**src/rtl/riscv_mc_pkg.sv**
```systemverilog
// Shared types and constants for the multi-cycle RV32 core: FSM states,
// opcode values, ALU operation codes and immediate formats.
package riscv_mc_pkg;

    typedef enum logic [2:0] {
        FETCH  = 3'd0,
        DECODE = 3'd1,
        EXEC   = 3'd2,
        MEM    = 3'd3,
        WB     = 3'd4,
        HALT   = 3'd5
    } state_t;

    localparam logic [6:0] OP_R   = 7'b0110011;
    localparam logic [6:0] OP_I   = 7'b0010011;
    localparam logic [6:0] OP_LW  = 7'b0000011;
    localparam logic [6:0] OP_SW  = 7'b0100011;
    localparam logic [6:0] OP_BR  = 7'b1100011;
    localparam logic [6:0] OP_JAL = 7'b1101111;
    localparam logic [6:0] OP_SYS = 7'b1110011;

    localparam logic [31:0] EBREAK_INSN = 32'h0010_0073;

    typedef enum logic [2:0] {
        ALU_ADD = 3'b000,
        ALU_SLL = 3'b001,
        ALU_SUB = 3'b010,
        ALU_XOR = 3'b100,
        ALU_SRL = 3'b101,
        ALU_OR  = 3'b110,
        ALU_AND = 3'b111
    } alu_op_t;

    typedef enum logic [1:0] {IMM_I, IMM_S, IMM_B, IMM_J} imm_fmt_t;

    // Sign-extended immediate; B and J carry an implicit zero LSB.
    function automatic logic [31:0] imm_gen(input logic [31:7] ir, input imm_fmt_t fmt);
        logic [31:0] imm;
        case (fmt)
            IMM_S:   imm = {{20{ir[31]}}, ir[31:25], ir[11:7]};
            IMM_B:   imm = {{19{ir[31]}}, ir[31], ir[7], ir[30:25], ir[11:8], 1'b0};
            IMM_J:   imm = {{11{ir[31]}}, ir[31], ir[19:12], ir[20], ir[30:21], 1'b0};
            default: imm = {{20{ir[31]}}, ir[31:20]};
        endcase
        return imm;
    endfunction

endpackage

```
**src/rtl/riscv_mc_regfile.sv**
```systemverilog
// Architectural register file: two combinational read ports, one synchronous
// write port, synchronous active-low clear, x0 hardwired to zero.
module riscv_mc_regfile #(
    parameter int NREGS = 32,
    parameter int AW    = $clog2(NREGS)
) (
    input  logic          clk,
    input  logic          areset,
    input  logic [AW-1:0] ra1,
    input  logic [AW-1:0] ra2,
    output logic [31:0]   rd1,
    output logic [31:0]   rd2,
    input  logic          we,
    input  logic [AW-1:0] wa,
    input  logic [31:0]   wd
);
    logic [31:0] regs [NREGS];

    always_ff @(posedge clk) begin
        if (!areset) begin
            for (int i = 0; i < NREGS; i++) regs[i] <= '0;
        end else if (we && (wa != '0)) begin
            regs[wa] <= wd;
        end
    end

    assign rd1 = (ra1 == '0) ? '0 : regs[ra1];
    assign rd2 = (ra2 == '0) ? '0 : regs[ra2];

endmodule

```
**src/rtl/riscv_mc_core.sv**
```systemverilog
// Multi-cycle RV32I/RV32E subset core with a single shared memory port.
// FSM, immediate generation and ALU live here; registers in riscv_mc_regfile.
module riscv_mc_core
    import riscv_mc_pkg::*;
#(
    parameter logic [31:0] RESET_PC = 32'h0000_0000,
    parameter int          NREGS    = 32
) (
    input  logic        clk,
    input  logic        areset,
    output logic        mem_req,
    output logic        mem_we,
    output logic [31:0] mem_addr,
    output logic [31:0] mem_wdata,
    input  logic        mem_ready,
    input  logic [31:0] mem_rdata,
    output logic        retire,
    output logic        halted,
    output logic        illegal,
    output state_t      dbg_state
);
    localparam int AW = $clog2(NREGS);

    state_t      state;
    logic [31:0] pc, ir, a, b, tgt, alu_out, mdr;

    logic [6:0]  opcode;
    logic [2:0]  f3;
    logic [6:0]  f7;
    logic [4:0]  rs1, rs2, rd;
    logic [31:0] rs1_val, rs2_val, imm, src_b, alu_res, ea, pc_plus4;
    logic        legal, is_ebreak, use_rs1, use_rs2, use_rd, bad_reg, dec_illegal, br_taken;
    imm_fmt_t    fmt;
    alu_op_t     alu_op;

    assign opcode   = ir[6:0];
    assign f3       = ir[14:12];
    assign f7       = ir[31:25];
    assign rs1      = ir[19:15];
    assign rs2      = ir[24:20];
    assign rd       = ir[11:7];
    assign imm      = imm_gen(ir[31:7], fmt);
    assign ea       = a + imm;
    assign pc_plus4 = pc + 32'd4;

    always_comb begin
        legal     = 1'b0;
        is_ebreak = 1'b0;
        use_rs1   = 1'b0;
        use_rs2   = 1'b0;
        use_rd    = 1'b0;
        fmt       = IMM_I;
        case (opcode)
            OP_R: begin
                legal   = ((f7 == 7'b0000000) && (f3 != 3'b010) && (f3 != 3'b011)) ||
                          ((f7 == 7'b0100000) && (f3 == 3'b000));
                use_rs1 = 1'b1; use_rs2 = 1'b1; use_rd = 1'b1;
            end
            OP_I: begin
                legal   = (f3 == 3'b000) || (f3 == 3'b100) || (f3 == 3'b110) || (f3 == 3'b111) ||
                          (((f3 == 3'b001) || (f3 == 3'b101)) && (f7 == 7'b0000000));
                use_rs1 = 1'b1; use_rd = 1'b1;
            end
            OP_LW: begin
                legal   = (f3 == 3'b010);
                use_rs1 = 1'b1; use_rd = 1'b1;
            end
            OP_SW: begin
                legal   = (f3 == 3'b010);
                fmt     = IMM_S;
                use_rs1 = 1'b1; use_rs2 = 1'b1;
            end
            OP_BR: begin
                legal   = (f3 == 3'b000) || (f3 == 3'b001) || (f3 == 3'b100);
                fmt     = IMM_B;
                use_rs1 = 1'b1; use_rs2 = 1'b1;
            end
            OP_JAL: begin
                legal  = 1'b1;
                fmt    = IMM_J;
                use_rd = 1'b1;
            end
            OP_SYS:  is_ebreak = (ir == EBREAK_INSN);
            default: legal = 1'b0;
        endcase
    end

    // RV32E has no x16..x31; only the fields an instruction actually uses count.
    assign bad_reg     = (NREGS == 16) && ((use_rs1 && rs1[4]) || (use_rs2 && rs2[4]) || (use_rd && rd[4]));
    assign dec_illegal = !(legal || is_ebreak) || bad_reg;

    assign alu_op = ((opcode == OP_R) && f7[5] && (f3 == 3'b000)) ? ALU_SUB : alu_op_t'(f3);
    assign src_b  = (opcode == OP_R) ? b : imm;

    always_comb begin
        case (alu_op)
            ALU_SLL: alu_res = a << src_b[4:0];
            ALU_SUB: alu_res = a - src_b;
            ALU_XOR: alu_res = a ^ src_b;
            ALU_SRL: alu_res = a >> src_b[4:0];
            ALU_OR:  alu_res = a | src_b;
            ALU_AND: alu_res = a & src_b;
            default: alu_res = a + src_b;
        endcase
    end

    always_comb begin
        case (f3)
            3'b000:  br_taken = (a == b);
            3'b001:  br_taken = (a != b);
            default: br_taken = ($signed(a) < $signed(b));
        endcase
    end

    riscv_mc_regfile #(.NREGS(NREGS)) u_rf (
        .clk    (clk),
        .areset (areset),
        .ra1    (rs1[AW-1:0]),
        .ra2    (rs2[AW-1:0]),
        .rd1    (rs1_val),
        .rd2    (rs2_val),
        .we     (state == WB),
        .wa     (rd[AW-1:0]),
        .wd     ((opcode == OP_LW) ? mdr : alu_out)
    );

    // Memory handshake: mem_req is registered; while it is high, mem_we,
    // mem_addr and mem_wdata stay fixed, and the access completes on the first
    // edge with mem_req && mem_ready. mem_req is cleared by that same edge, and
    // after a store the next fetch waits one idle cycle so requests never abut.
    always_ff @(posedge clk) begin
        if (!areset) begin
            state     <= FETCH;
            pc        <= RESET_PC;
            ir        <= '0;
            a         <= '0;
            b         <= '0;
            tgt       <= '0;
            alu_out   <= '0;
            mdr       <= '0;
            illegal   <= 1'b0;
            mem_req   <= 1'b0;
            mem_we    <= 1'b0;
            mem_addr  <= '0;
            mem_wdata <= '0;
        end else begin
            case (state)
                FETCH: begin
                    if (!mem_req) begin
                        mem_req  <= 1'b1;
                        mem_we   <= 1'b0;
                        mem_addr <= pc;
                    end else if (mem_ready) begin
                        ir      <= mem_rdata;
                        mem_req <= 1'b0;
                        state   <= DECODE;
                    end
                end
                DECODE: begin
                    a   <= rs1_val;
                    b   <= rs2_val;
                    tgt <= pc + imm;
                    if (dec_illegal) begin
                        illegal <= 1'b1;
                        state   <= HALT;
                    end else if (is_ebreak) begin
                        state <= HALT;
                    end else begin
                        state <= EXEC;
                    end
                end
                EXEC: begin
                    if ((opcode == OP_LW) || (opcode == OP_SW)) begin
                        alu_out <= ea;
                        if (ea[1:0] != 2'b00) begin
                            illegal <= 1'b1;
                            state   <= HALT;
                        end else begin
                            mem_req   <= 1'b1;
                            mem_we    <= (opcode == OP_SW);
                            mem_addr  <= ea;
                            mem_wdata <= b;
                            state     <= MEM;
                        end
                    end else if ((opcode == OP_BR) && br_taken || (opcode == OP_JAL)) begin
                        if (tgt[1:0] != 2'b00) begin
                            illegal <= 1'b1;
                            state   <= HALT;
                        end else if (opcode == OP_JAL) begin
                            alu_out <= pc_plus4;
                            pc      <= tgt;
                            state   <= WB;
                        end else begin
                            pc       <= tgt;
                            mem_req  <= 1'b1;
                            mem_we   <= 1'b0;
                            mem_addr <= tgt;
                            state    <= FETCH;
                        end
                    end else if (opcode == OP_BR) begin
                        pc       <= pc_plus4;
                        mem_req  <= 1'b1;
                        mem_we   <= 1'b0;
                        mem_addr <= pc_plus4;
                        state    <= FETCH;
                    end else begin
                        alu_out <= alu_res;
                        state   <= WB;
                    end
                end
                MEM: begin
                    if (mem_ready) begin
                        mem_req <= 1'b0;
                        mem_we  <= 1'b0;
                        if (mem_we) begin
                            pc    <= pc_plus4;
                            state <= FETCH;
                        end else begin
                            mdr   <= mem_rdata;
                            state <= WB;
                        end
                    end
                end
                WB: begin
                    pc       <= (opcode == OP_JAL) ? pc : pc_plus4;
                    mem_req  <= 1'b1;
                    mem_we   <= 1'b0;
                    mem_addr <= (opcode == OP_JAL) ? pc : pc_plus4;
                    state    <= FETCH;
                end
                default: state <= HALT;
            endcase
        end
    end

    assign retire = (state == WB) ||
                    ((state == EXEC) && (opcode == OP_BR) && !(br_taken && (tgt[1:0] != 2'b00))) ||
                    ((state == MEM) && mem_we && mem_ready);
    assign halted    = (state == HALT);
    assign dbg_state = state;

endmodule

```
**config.mk**
```make
export PLATFORM = sky130hd
export DESIGN_NAME = riscv_mc_core
export DESIGN_NICKNAME = d
export VERILOG_FILES = /design/src/rtl/riscv_mc_pkg.sv /design/src/rtl/riscv_mc_regfile.sv /design/src/rtl/riscv_mc_core.sv
export SDC_FILE = /design/constraint.sdc
export NUM_CORES = 2
export LEC_CHECK = 0
export ABC_AREA = 1
export CAP_MARGIN = 15
export CELL_PAD_IN_SITES_DETAIL_PLACEMENT = 0
export CELL_PAD_IN_SITES_GLOBAL_PLACEMENT = 1
export CORE_MARGIN = 2
export CORE_UTILIZATION = 45
export CTS_BUF_LIST = sky130_fd_sc_hd__clkbuf_8
export DETAILED_ROUTE_END_ITERATION = 8
export PLACE_DENSITY_LB_ADDON = 0.1
export SKIP_LAST_GASP = 1
export SYNTH_ARGS = -nofsm -noshare
export SYNTH_HDL_FRONTEND = slang
export SYNTH_SLANG_ARGS = --single-unit
```
**constraint.sdc**
```tcl
create_clock -name clk -period 11.3 [get_ports clk]
set_input_delay 1.695 -clock clk [delete_from_list [all_inputs] [get_ports clk]]
set_output_delay 1.695 -clock clk [all_outputs]
set_load 0.1 [all_outputs]
```
==> results.cfg <==
[status]
status = finished clean

[yosys]
synth.most_common_cell = nand2_1
syn-cell-area_mm2 = 0.08002
avgSynthCellArea_um2 = 8.177
synth_area_leaders = edfxtp_1 (38%), nand2_1 (8.3%), nor2_1 (7.8%)
async_flop_share = 0
yosys_warnings = 0
yosysSeqAreaShare = 0.4604
synth_top_cell_area_share = 0.3843
synth_edf_count = 1024
post_synth_most_frequent_cells = nand2_1 (1769), nor2_1 (1667), edfxtp_1 (1024)
synth_flop_cell = edfxtp_1
synth_largest_area_cell = edfxtp_1
synthCells = 9786
ys_ff_latch = 1328
synth_cell_types = 74

[timing]
rsz0062_at_grt = false
worstMarginPinSlew_ns = 1.328
hold_viol = 0
finClkSkew_ns = 0.09459
setup_viol = 0
post-route-min-period_ns = 6.902
max-slew-margin-rel = 0.1148
fin_crit_sh = 0.6108
setup_ws_ns = 4.398
fmax_ghz = 0.1449
hold_ws_ns = 0.4628
drv_slew = 0
setup_tns_ns = 0

[place]
dp_hpwl_mm = 234.0
pre_cts_ws_ns = 4.909
port_buffers = 106
routabilityCongestion = 1.028

[global_route]
grt_pass1_wl_mm = 521.6
track_usage = 0.3988
grt_max_degree = 193
antenna_found_initial = 21
grt_remaining_overflow = 0
grt_pass1_vias = 72670

[die]
core_area_mm2 = 0.1765
dieArea_mm2 = 0.1812
boundaryPins = 107
start_util = 0.4533
die_h_um = 425.7
rows = 154
die_w_um = 425.7

[clocking]
cts_num_sinks = 1328
worstSkewPairLatency_ns = 1.07
cts_buffers = 228
path_clk_slew_ns = 0.06
htree_levels = 4
cts_setup_buffers = 0
ctsHoldBuffers = 0
clockRootBuffer = clkbuf_8
clockBufferDepth = 3
cts_tree = built
cts_resized = 0

[final_layout]
nets = 9754
area.growth.synth_to_final_pct = 9.266
seqCellArea_mm2 = 0.03687
drive_gt1_frac = 0.07524
multi_input_area_mm2 = 0.03880
fillers = 17110

[power_and_ir_drop]
p_per_area_mw_per_mm2 = 202.7
ir_drop_uv = 160.1
total_leakage_power_nw = 31.44

[min_path]
worstHoldStart = b[20]
hold_path_depth = 2
hold_path.class = reg -> reg
hold_path_end = b[20]

[job]
drv_cap = 0

[setup_path]
worstSetupStartpointType = flip-flop
critical_path.max_fanout = 6
rrSetupSlack_ns = 4.81
r2r-start = ir[2]
r2r_end = alu_out[27]
crit_arrival_ns = 5.21
path_class = reg -> out
crit_path_end_kind = output pin
reg2reg_depth = 34
required_ns = 9.61

[detailed_routing]
first_iter_violations = 11690
via_per_inst = 6.473
ant_nets = 0
wl_mm = 372.6
num_vias = 78060
wire_per_inst_um = 30.89
drcViolationCount = 0
dr.pass1.iters = 8
-- state kept, by name, summed over array words and instances (netlist names), named ones only --
name / count
alu_out: 32
tgt: 32
mem_addr: 32
b: 32
ir: 32
a: 32
illegal: 1
mdr: 32
pc: 32
mem_req: 1
mem_we: 1
u_rf.regs: 1024
dbg_state: 3
mem_wdata: 32
-- where the power goes --
part / internal [mW] / leakage (nW) / switching [mW] / total, mW
clock network: 2.26 / 2.61 / 2.20 / 4.46
logic: 1.85 / 15.8 / 5.38 / 7.23
registers: 5.58 / 13.0 / 0.443 / 6.03
total: 9.70 / 31.4 / 8.02 / 17.7
-- cell families (layout without fill, tap and decap cells) --
family,after synthesis,after routing,synth area share
buf+inv,1255,1153,0.06231
simple gates,4304,4304,0.2194
xor+xnor,85,85,0.009304
fa+ha+maj,195,195,0.03077
mux,256,256,0.03202
compound gates,2362,2362,0.1858
flops,1328,1328,0.4604
other cells,1,36,0.00004687
-- layer usage --
metal  wire (um)  up-vias  global-route usage
met5         264        -            0.007937
met4       21600        8              0.2039
met3       46810      888              0.1095
met2      155200     5163              0.5778
met1      148700    38000              0.5432
li1            -    34010                   -
-- per-stage QoR --
| stage | cells | utilization | power, mW | cell area (um2) |
|---|---|---|---|---|
| after floorplan | 9817 | - | 10.31 | 80130 |
| after global placement | 11630 | 0.4693 | 12.99 | 82830 |
| after detailed placement | 11630 | 0.4694 | 13.03 | 82850 |
| final | 12060 | 0.4954 | 17.72 | 87430 |
| after CTS | 12060 | 0.4953 | 17.44 | 87420 |
| after global routing | 12060 | 0.4953 | 18.41 | 87420 |
-- cells in the final DEF (no fill, tap or decap), types with 24 or more instances in the layout --
cell                n
a31oi_1            24
nand4_1            42
nor2_1           1662
clkinv_2           41
nand2_1          1706
mux2i_1           256
clkdlybuf4s50_1   105
o211ai_1          281
buf_4             174
nand3_1           657
conb_1             32
a21oi_1           714
dfxtp_1           294
o21ai_1            28
xor2_1             72
o21ai_0           656
inv_1             477
o221ai_1          263
o21ai_2            27
ha_1              192
nand2_2            79
clkinv_1           44
clkbuf_8          250
nor3_1             68
edfxtp_1         1024
a32oi_1           256
-- worst max path at each step --
| stage | slack (ns) | to | startpoint |
|---|---|---|---|
| 5_1_grt | 4.24 | retire | a[0] |
| 2_1_floorplan | 6.62 | retire | dbg_state[1] |
| 6_report | 4.40 | retire | a[0] |
| 3_5_place_dp | 4.91 | alu_out[27] | ir[2] |
| 4_1_cts | 4.45 | retire | a[0] |
| 3_3_place_gp | 4.90 | alu_out[27] | ir[2] |
-- critical path, cell delays in order, from the launching register on --
cell,delay (ns)
dfxtp_1,0.67
inv_1,0.30
ha_1,0.36
nand4_1,0.10
nor4_1,0.54
nand2_1,0.15
o21ai_1,0.31
inv_1,0.16
nand3_1,0.15
nand3_1,0.18
nand3_1,0.15
clkdlybuf4s50_1,1.14
-- cell type report --
cell class                      count  area share
Clock inverter                    171     0.01288
Inverter                          442     0.01926
Tap cell                         2340     0.03349
Sequential cell                  1328      0.4217
Timing Repair Buffer              290     0.02938
Antenna cell                        4   0.0001145
Clock buffer                      250     0.03935
Multi-Input combinational cell   7234      0.4438
Note: power is estimated with default switching activity, not from simulation.
